===== src/rtl/button_event_queue_if.sv =====
// CPU-side poll bus for the button event queue at dmem address 7.
// Master drives poll; slave returns the read word on button_out.
interface button_event_queue_if;
  logic        poll;
  logic [31:0] button_out;

  modport master (output poll, input  button_out);
  modport slave  (input  poll, output button_out);
endinterface


===== src/rtl/button_event_queue.sv =====
// Debounced button presses -> 2-bit colour FIFO read at dmem 7; pad->stable 2+DEBOUNCE_CYCLES, rise->button_out 1 cycle.
// No backpressure: full queue or simultaneous rises drop and set overflow; BUTTON_EVENT_COUNT_EN adds press counter.
module button_event_queue #(
  parameter int DEBOUNCE_CYCLES = 500000,
  parameter int CNT_W           = 20,
  parameter int FIFO_DEPTH      = 4
) (
  input  logic                       clock,
  input  logic                       reset,
  input  logic                       red_button,
  input  logic                       blue_button,
  input  logic                       green_button,
  input  logic                       yellow_button,
  button_event_queue_if.slave        bus
);

  localparam int              AW      = $clog2(FIFO_DEPTH);
  localparam logic [CNT_W-1:0] DB_LAST = CNT_W'(DEBOUNCE_CYCLES - 1);
  localparam logic [AW:0]     DEPTH_C = (AW+1)'(FIFO_DEPTH);

  // Bit index doubles as the colour code: 0=red, 1=blue, 2=green, 3=yellow.
  logic [3:0]       pads;
  logic [3:0]       sync1, sync2, stable, stable_d, armed;
  logic [1:0]       warm;
  logic [CNT_W-1:0] db_cnt [4];

  assign pads = {yellow_button, green_button, blue_button, red_button};

  always_ff @(posedge clock or negedge reset) begin
    if (!reset) begin
      sync1    <= '0;
      sync2    <= '0;
      stable   <= '0;
      stable_d <= '0;
      armed    <= '0;
      warm     <= '0;
      for (int i = 0; i < 4; i++) db_cnt[i] <= '0;
    end else begin
      sync1    <= pads;
      sync2    <= sync1;
      warm     <= {warm[0], 1'b1};
      stable_d <= stable;
      for (int i = 0; i < 4; i++) begin
        // A button only arms once its synced level is seen low, so one held through reset stays silent.
        if (warm[1] && !sync2[i]) armed[i] <= 1'b1;
        if (sync2[i] == stable[i]) begin
          db_cnt[i] <= '0;
        end else if (db_cnt[i] == DB_LAST) begin
          stable[i] <= ~stable[i];
          db_cnt[i] <= '0;
        end else if (db_cnt[i] != {CNT_W{1'b1}}) begin
          db_cnt[i] <= db_cnt[i] + 1'b1;
        end
      end
    end
  end

  logic [3:0] rise;
  logic       push_req, multi;
  logic [1:0] push_col;

  assign rise  = stable & ~stable_d & armed;
  assign multi = (rise & (rise - 4'd1)) != 4'd0;

  always_comb begin
    push_col = 2'd0;
    push_req = 1'b0;
    for (int i = 3; i >= 0; i--) begin
      if (rise[i]) begin
        push_col = 2'(i);
        push_req = 1'b1;
      end
    end
  end

  logic [1:0]    mem [FIFO_DEPTH];
  logic [AW-1:0] wr_ptr, rd_ptr;
  logic [AW:0]   count;
  logic          poll_d, pop_stb, empty, full, do_pop, do_push, drop, ovf;

  assign pop_stb = poll_d & ~bus.poll;
  assign empty   = (count == '0);
  assign full    = (count == DEPTH_C);
  assign do_pop  = pop_stb & ~empty;
  // A pop in the same cycle frees the slot, so a full queue still accepts the push.
  assign do_push = push_req & (~full | do_pop);
  assign drop    = multi | (push_req & ~do_push);

  always_ff @(posedge clock or negedge reset) begin
    if (!reset) begin
      poll_d <= 1'b0;
      wr_ptr <= '0;
      rd_ptr <= '0;
      count  <= '0;
      ovf    <= 1'b0;
      for (int i = 0; i < FIFO_DEPTH; i++) mem[i] <= '0;
    end else begin
      poll_d <= bus.poll;
      if (do_push) begin
        mem[wr_ptr] <= push_col;
        wr_ptr      <= wr_ptr + 1'b1;
      end
      if (do_pop) rd_ptr <= rd_ptr + 1'b1;
      if (do_push && !do_pop)      count <= count + 1'b1;
      else if (do_pop && !do_push) count <= count - 1'b1;
      if (drop)         ovf <= 1'b1;
      else if (pop_stb) ovf <= 1'b0;
    end
  end

  logic [2:0] head_bits;
  assign head_bits = empty ? 3'b000 : {1'b1, mem[rd_ptr]};

`ifdef BUTTON_EVENT_COUNT_EN
  logic [15:0] ev_cnt;

  always_ff @(posedge clock or negedge reset) begin
    if (!reset)       ev_cnt <= '0;
    else if (do_push) ev_cnt <= ev_cnt + 16'd1;
  end

  assign bus.button_out = {ev_cnt, 12'd0, ovf, head_bits};
`else
  assign bus.button_out = {28'd0, ovf, head_bits};
`endif

endmodule


===== src/flat_wrapper.sv =====
// flat-port wrapper written by rule: the top's interface ports become plain ports
module button_event_queue_flat 
#(
  parameter int DEBOUNCE_CYCLES = 500000,
  parameter int CNT_W           = 20,
  parameter int FIFO_DEPTH      = 4
)
  (clock, reset, red_button, blue_button, green_button, yellow_button, bus_poll, bus_button_out);
  button_event_queue_if bus_i ();
  input  logic clock;
  input  logic reset;
  input  logic red_button;
  input  logic blue_button;
  input  logic green_button;
  input  logic yellow_button;
  input wire logic [$bits(bus_i.poll)-1:0] bus_poll;
  output wire logic [$bits(bus_i.button_out)-1:0] bus_button_out;
  assign bus_i.poll = bus_poll;
  assign bus_button_out = bus_i.button_out;
  button_event_queue #(.DEBOUNCE_CYCLES(DEBOUNCE_CYCLES), .CNT_W(CNT_W), .FIFO_DEPTH(FIFO_DEPTH)) u_core (.clock(clock), .reset(reset), .red_button(red_button), .blue_button(blue_button), .green_button(green_button), .yellow_button(yellow_button), .bus(bus_i));
endmodule

===== config.mk =====
export PLATFORM = sky130hd
export DESIGN_NAME = button_event_queue_flat
export DESIGN_NICKNAME = d
export VERILOG_FILES = /design/src/rtl/button_event_queue_if.sv /design/src/rtl/button_event_queue.sv /design/src/flat_wrapper.sv
export SDC_FILE = /design/constraint.sdc
export NUM_CORES = 1
export LEC_CHECK = 0
export ABC_AREA = 1
export BUFFER_PORTS_ARGS = -buffer_cell sky130_fd_sc_hd__buf_2
export CAP_MARGIN = 20
export CORE_MARGIN = 2
export CORE_UTILIZATION = 50
export CTS_CLUSTER_SIZE = 8
export DETAILED_ROUTE_END_ITERATION = 8
export MAX_ROUTING_LAYER = met4
export PLACE_DENSITY_LB_ADDON = 0.15
export SKIP_CTS_REPAIR_TIMING = 1
export SLEW_MARGIN = 20
export SYNTH_ARGS = -nofsm -noshare
export SYNTH_HDL_FRONTEND = slang
export SYNTH_SLANG_ARGS = --single-unit
export TNS_END_PERCENT = 50

===== constraint.sdc =====
create_clock -name clock -period 6 [get_ports clock]
set_input_delay 0.3 -clock clock [delete_from_list [all_inputs] [get_ports clock]]
set_output_delay 0.3 -clock clock [all_outputs]
set_load 0.05 [all_outputs]

=== Yosys cells after proc, flatten, opt, wreduce, memory -nomap -nowiden ===
Cells that the tools add are included.

* Add/subtract/negate cells: 9
* Magnitude comparators: 3
* Bitwise gates (word level): 24
* Eq/ne operators: 13
* Reductions and logical operators: 25
* Muxes and demuxes: 31

{| class="wikitable"
|+ Operators by type and width
! cell !! count
|-
| $mux 20 || 12
|-
| $add 20x1->20 const B || 4
|-
| $eq 20x19->1 const B || 4
|-
| $ne 20x20->1 const B || 4
|-
| $mux 2 || 7
|-
| $and 4x4->4 || 3
|-
| $not 1->1 || 12
|-
| $reduce_bool 3->1 || 4
|-
| $mux 3 || 3
|-
| $bwmux 8 || 1
|-
| $reduce_and 2->1 || 4
|-
| $logic_and 1x1->1 || 7
|-
| $ge 3x3->1 const B || 2
|-
| $logic_not 1->1 || 6
|-
| $mux 1 || 6
|-
| $not 2->3 || 2
|-
| $add 2x1->2 const B || 2
|-
| $and 1x1->1 || 4
|-
| $bmux 2 s2 || 1
|-
| $demux 2 s2 || 1
|-
| $eq 1x1->1 || 4
|-
| $not 4->4 || 1
|-
| $reduce_bool 2->1 || 2
|-
| $reduce_bool 4->1 || 1
|-
| 7 further kinds || 8
|}

* Register bits: 119
* Logic and storage cells: 130
* Input port bits: 7
* Output and inout bits: 32

=== Logic depth before layout (Yosys ltp) ===
Gate-level depths: netlist of run 1.

* Word-level depth: 12
* Depth in mapped cells: 14
* Gate-level depth less buffers: 14

=== Worst setup path after synthesis of run 1 ===
Ideal clock, no wire load.

* Path kind: reg-to-reg
* Start point: register u_core.count[0]
* End point: register u_core.count[1]
* Setup slack: 3.557 ns
* Buffers on the path: 0
* Data required time: 5.877 ns
* Arrival: 2.320 ns
* Setup time: 0.123 ns
* Cell stages (with the launch flop): 12
* Cells stage by stage: dfrtp_1 -> inv_1 -> nand3_1 -> nand2_1 -> nand4_1 -> nand2_2 -> inv_2 -> ha_1 -> inv_1 -> fa_1 -> nor2_1 -> a21oi_1

* Cells in the longest elaborated chain, start to end: 8
* Elaborated cells between the ends (all ways): 16

{| class="wikitable"
|+ Ends and longest elaborated chain
! what !! line !! RTL
|-
| start, declared || button_event_queue.sv:78 || <nowiki>logic [AW:0] count;</nowiki>
|-
| start signal, assigned || button_event_queue.sv:104 || <nowiki>if (do_push && !do_pop) count <= count + 1'b1;</nowiki>
|-
| start signal, assigned || button_event_queue.sv:105 || <nowiki>else if (do_pop && !do_push) count <= count - 1'b1;</nowiki>
|-
| $logic_not 3->1 || button_event_queue.sv:82 || <nowiki>assign empty = (count == '0);</nowiki>
|-
| $not 1->1 || button_event_queue.sv:84 || <nowiki>assign do_pop = pop_stb & ~empty;</nowiki>
|-
| $and 1x1->1 || button_event_queue.sv:84 ||
|-
| $or 1x1->1 (*) || button_event_queue.sv:86 || <nowiki>assign do_push = push_req & (~full | do_pop);</nowiki>
|-
| $and 1x1->1 (*) || button_event_queue.sv:86 ||
|-
| net u_core.do_push || button_event_queue.sv:79 || <nowiki>logic poll_d, pop_stb, empty, full, do_pop, do_push, drop, ovf;</nowiki>
|-
| $logic_not 1->1 || button_event_queue.sv:105 ||
|-
| $logic_and 1x1->1 || button_event_queue.sv:105 ||
|-
| $reduce_bool 2->1 (no line) || - ||
|}

The timed path passes the listed nets; every way through them passes the cells marked *. The select of a mux whose other input is x is not followed.
A chain may end at the register's enable or synchronous reset.

=== Final worst setup path of run 1 ===
* Start point: input bus_poll
* End point: register u_core.count[2]

* Cells in the longest elaborated chain, start to end: 8
* Elaborated cells between the ends (all ways): 11

{| class="wikitable"
|+ Ends and longest elaborated chain
! what !! line !! RTL
|-
| start, declared || flat_wrapper.sv:16 || <nowiki>input wire logic [$bits(bus_i.poll)-1:0] bus_poll;</nowiki>
|-
| $not 1->1 (*) || button_event_queue.sv:81 || <nowiki>assign pop_stb = poll_d & ~bus.poll;</nowiki>
|-
| $and 1x1->1 (*) || button_event_queue.sv:81 ||
|-
| $and 1x1->1 (*) || button_event_queue.sv:84 ||
|-
| $or 1x1->1 (*) || button_event_queue.sv:86 ||
|-
| $and 1x1->1 (*) || button_event_queue.sv:86 ||
|-
| net u_core.do_push || button_event_queue.sv:79 ||
|-
| $logic_not 1->1 || button_event_queue.sv:105 ||
|-
| $logic_and 1x1->1 || button_event_queue.sv:105 ||
|-
| $reduce_bool 2->1 (no line) || - ||
|}

The timed path passes the listed nets; every way through them passes the cells marked *.

==> metrics.cfg, run 1 <==
[setup_path]
cp-end-kind = register
cp_cell_sequence = dlygate4sd3_1, buf_2, nor2_1, nand2_1, nand4_1, nand2_2, inv_2, ha_1, inv_1, fa_1, a21oi_1, o21ai_0, xor2_1
critPathMaxStageDelay_ns = 0.53
cp_max_fo = 7
path_class = in2reg
worstPathRequired_ns = 6.30
cp.arrival_ns = 2.66
crit_slowest_cell = dlygate4sd3_1
start_kind = input pin

[placed_design]
place.detailed.hpwl_mm = 11.10
io_buffers = 10
dp_slack_ns = 3.746
routabilityCongestion = 0.9158

[yosys]
synth-main-ff-cell = dfrtp_1
synthesis.area_um2 = 7064
synth_edf_count = 0
ys_warn_count = 0
synthArstFlopShare_pct = 100.0
syn_inst = 938
yosys_register_bits = 119
postSynthAreaPerCell_um2 = 7.531
ys_types = 39
yosysTopAreaCellShare_pct = 42.15
synth_area_leaders = dfrtp_1, nand2_1, nor2_1, inv_1, nand3_1
ys_seq_area_share_pct = 42.15
yosys.area.top_type = dfrtp_1

[floorplanning]
initial_core_util_pct = 51.09
row_count = 43
die_w_um = 122.9
pin_count = 39
die_h_um = 122.9
dieArea_um2 = 15100
core_area_um2 = 13830

[global_routing]
met3_usage_pct = 4.647
antenna_found_initial = 0
grt_pass1_vias = 5587
track_usage_pct = 22.71
grt_use_met1_pct = 29.36
grt_pass1_wl_mm = 25.90
grt_use_met2_pct = 35.50
grt_max_degree = 67
overflow = 0
gr-max-usage-layer = met2

[cts]
clockBufferDepth = 2
cts.reportedPaths.clkPinSlew_ns = 0.05
tritoncts = yes
clock-sinks = 119
cts_made_buffers = 17
insertion_delay_ns = 0.42
cts_htree_levels = 4
cts_root_buffer = clkbuf_16

[finish]
mostFrequentLayoutCells = nand2_1, nor2_1, dfrtp_1
final_common_cell = nand2_1
antenna_cells = 0
area_growth_pct = 10.45
nNetsFinal = 981
drive_above_1_share_pct = 8.905
fin_util_pct = 56.43

[route]
drc = 0
vias = 5904
drtIter0Drc = 363
routed_wl_mm = 15.12
vias_per_cell = 5.103
routedWlPerCell_um = 13.07
dr.pass1.iters = 5
ant_nets = 0

[sta]
setup_ws_ns = 3.635
fin_crit_sh_pct = 39.41
tns_ns = 0
slew_viol_final = 0
clock-skew-final_ns = 0.01165
max_freq_mhz = 422.9
report.final.hold_viol_count = 0
relSlewSlack_pct = 45.24
finalWorstPathRequiredPeriod_ns = 2.365
rsz0062_at_grt = no
tightest_slew_ns = 0.8214
setup_viol = 0

[worst_hold_path]
min_path_type = reg2reg

[power_and_ir_drop]
finalPower_uw = 2049
p_per_area_nw_per_um2 = 262.6
p_leak_uw = 0.003542
ir_drop_v = 0.0002041

[run_status]
status = complete, no violations

[job]
drv_cap = 0

-- metrics by stage --
step                hold WS, ns  area, um2  instances
floorplan              0.004409       7166        965
CTS                    -0.06341       7742       1151
finish                   0.3456       7802       1157
detailed placement       0.3347       7167       1119
global placement         0.3346       7167       1119
global route             0.3513       7802       1157
-- worst max-delay path, delay by kind of cell --
family | cells | cell delay, ns
buf+inv | 4 | 0.85
fa+ha+maj | 2 | 0.55
simple gates | 4 | 0.54
compound gates | 2 | 0.26
xor+xnor | 1 | 0.15
-- sequential cells by signal, summed over array words and instances, names as in the netlist --
register         count
u_core.db_cnt       80
u_core.mem           8
u_core.armed         4
u_core.stable        4
u_core.stable_d      4
u_core.sync1         4
u_core.sync2         4
u_core.count         3
u_core.rd_ptr        2
u_core.warm          2
u_core.wr_ptr        2
u_core.ovf           1
u_core.poll_d        1
-- where the power goes --
part	total [uW]	switching, uW	internal (uW)	leakage, uW
sequential	858	27.5	830	0.00158
clock	989	370	619	0.000276
combinational	202	153	49.5	0.00168
total	2050	550	1500	0.00354
-- path summary, 6_finish.rpt --
| check | start | end | slack (ns) | depth (start not counted) |
|---|---|---|---|---|
| min in group asynchronous | reset | u_core.db_cnt[12] | 0.47 | 2 |
| setup / recovery | bus_poll | u_core.count[2] | 3.64 | 13 |
| max in group asynchronous | reset | u_core.db_cnt[68] | 4.27 | 3 |
| setup reg to reg | u_core.stable[3] | u_core.count[2] | 3.74 | 14 |
| hold reg to reg | u_core.sync1[2] | u_core.sync2[2] | 0.35 | 0 |
| hold / removal | u_core.sync1[2] | u_core.sync2[2] | 0.35 | 0 |
-- cell families (layout without fill, tap and decap cells) --
family          after synthesis  in the layout  share of synthesized area [%]
simple gates                546            546                          35.03
xor+xnor                     38             38                          5.030
compound gates               76             76                          5.934
buf+inv                     147            159                          9.865
other cells                   2             29                         0.1063
fa+ha+maj                    10             10                          1.877
flops                       119            119                          42.15
-- synth_stat cells (all sizes together), types with 3 or more instances --
cell type,number
a21oi,7
o21bai,4
buf,36
o21ai,53
nand4,48
nor4,3
o31ai,8
nor3,12
dfrtp,119
or2,6
and2,4
xor2,27
xnor2,11
nand3,80
ha,9
nand2,246
inv,110
nand3b,4
nor2,143
-- area by class of cell --
cell class	count	area, um2
clock buffers	20	446.7
clock inverters	12	128.9
fillers	1285	6025
flip-flops and latches	119	2978
multi-input cells	699	3491
repair buffers	17	120.1
inverters	110	412.9
well taps	180	225.2
-- per-layer routing --
metal	wire, um	vias to the layer above
met5	0	-
met4	229	0
met3	514	22
met2	7066	110
met1	7313	2745
li1	-	3027
Power figures use the tool's default switching activity.
==> run 2: changes to the inputs <==
==> constraint.sdc (replaced) <==
create_clock -name clock -period 2.4 [get_ports clock]
set_input_delay 0.12 -clock clock [delete_from_list [all_inputs] [get_ports clock]]
set_output_delay 0.12 -clock clock [all_outputs]
set_load 0.05 [all_outputs]
==> run 2 against run 1 <==
Critical path depth fell by 1. Sequential share of layout area is 0.82 points lower. Register-to-register slack worse by 3.5 ns. Core utilization grew 1.2 points. Design area rose by 2.2%. Sequential power grew to 2.5 times the previous value. Count of clock-buffer cells in the layout up 1. Combinational power grew to 2.6 times the previous value. Die area stayed put. Worst setup slack got worse by 3.4 ns. Via count increased by 0.15%. Power rose to 2.7 times the previous value.
==> metrics.cfg, run 2 (synthesis gave the netlist of run 1 again) <==
[job]
drv_cap = 0

[cts]
cts_made_buffers = 17
clock-sinks = 119
cts_root_buffer = clkbuf_16
cts_htree_levels = 4
tritoncts = yes
cts.reportedPaths.clkPinSlew_ns = 0.06
insertion_delay_ns = 0.42
clockBufferDepth = 2

[power_and_ir_drop]
ir_drop_v = 0.0004898
p_per_area_nw_per_um2 = 694.5
p_leak_uw = 0.003629
finalPower_uw = 5538

[global_routing]
antenna_found_initial = 0
track_usage_pct = 22.51
grt_max_degree = 44
grt_pass1_wl_mm = 25.94
overflow = 0
grt_pass1_vias = 5526

[setup_path]
path_class = reg2reg
cp_max_fo = 7
crit_slowest_cell = dfrtp_1
cp_cell_sequence = inv_1, nand3_2, nand2_1, nand4_1, nand2_2, inv_2, ha_1, inv_1, fa_1, a21oi_1, o21ai_0, xor2_1
start_kind = register
rr_endpoint = u_core.count[2]
worstPathRequired_ns = 2.69
cp.buffers_inverters = 3
ff2ff_setup_slack_ns = 0.27
critPathTopFamily = adder cells
r2r_start = u_core.count[0]
cp-end-kind = register
critPathMaxStageDelay_ns = 0.40
critical_path.most_common_cell = inv_1
cp.arrival_ns = 2.43
reg2reg_depth = 12

[finish]
fin_util_pct = 57.67
nNetsFinal = 990
antenna_cells = 0
mostFrequentLayoutCells = nand2_1, nor2_1, dfrtp_1
largest_reg_flops = 80
final_common_cell = nand2_1
drive_above_1_share_pct = 9.635
area_growth_pct = 12.88
reg_top3 = u_core.db_cnt (80), u_core.mem (8)
max_flop_register = u_core.db_cnt

[sta]
max_freq_mhz = 468.6
finalWorstPathRequiredPeriod_ns = 2.134
rsz0062_at_grt = no
slew_viol_final = 0
setup_viol = 0
tns_ns = 0
tightest_slew_ns = 0.5758
hold_ws_ns = 0.2115
relSlewSlack_pct = 61.27
clock-skew-final_ns = 0.01247
report.final.hold_viol_count = 0
fin_crit_sh_pct = 88.92

[floorplanning]
die_w_um = 122.9
pin_count = 39
row_count = 43
die_h_um = 122.9
initial_core_util_pct = 51.09
dieArea_um2 = 15100
core_area_um2 = 13830

[placed_design]
place.detailed.hpwl_mm = 11.26
routabilityCongestion = 0.9264
io_buffers = 10

[route]
vias_per_cell = 5.071
drc = 0
ant_nets = 0
routed_wl_mm = 15.36
routedWlPerCell_um = 13.18
dr.pass1.iters = 5
vias = 5913
drtIter0Drc = 434

[worst_hold_path]
min_path_type = in2async

[run_status]
status = complete, no violations

## run 2: through the flow
stage               setup slack (ns)  std cells  cell area (um2)
global placement              0.2899       1128             7252
detailed placement            0.2618       1128             7252
CTS                           0.2504       1160             7914
global route                 0.03105       1166             7974
floorplan                     0.1804        965             7171
finish                        0.2660       1166             7974
## run 2: final cells by class
cell class                      instances  area (um2)
Fill cell                            1300        5853
Inverter                              110       412.9
Tap cell                              180       225.2
Clock inverter                         11       221.5
Sequential cell                       119        2978
Multi-Input combinational cell        699        3496
Timing Repair Buffer                   26       200.2
Clock buffer                           21       440.4
## run 2: power by group
part	switching (uW)	internal (uW)	total, uW
logic	388	132	520
clock network	918	1950	2870
registers	70.4	2080	2150
## run 2: worst register-to-register path, stage by stage, from the launching register on
cell,delay (ns)
dfrtp_1,0.40
inv_1,0.09
nand3_2,0.09
nand2_1,0.09
nand4_1,0.12
nand2_2,0.11
inv_2,0.13
ha_1,0.15
inv_1,0.07
fa_1,0.38
a21oi_1,0.14
o21ai_0,0.10
xor2_1,0.15
## run 2: worst max-delay path by stage
stage                    startpoint              end  slack (ns)  depth (start not counted)
floorplan           u_core.count[1]  u_core.count[1]        0.18                         11
global placement    u_core.count[0]  u_core.count[2]        0.29                         12
detailed placement  u_core.count[0]  u_core.count[2]        0.26                         12
CTS                 u_core.count[0]  u_core.count[2]        0.25                         12
global route        u_core.count[0]  u_core.count[2]        0.03                         12
finish              u_core.count[0]  u_core.count[2]        0.27                         12
## run 2: per-layer routing
layer / GRT usage [%] / wire length [um] / vias to the layer above
li1: - / - / 3048
met1: 30.47 / 7543 / 2753
met2: 34.56 / 7164 / 96
met3: 4.647 / 511 / 16
met4: 5.891 / 145 / 0
met5: - / 0 / -
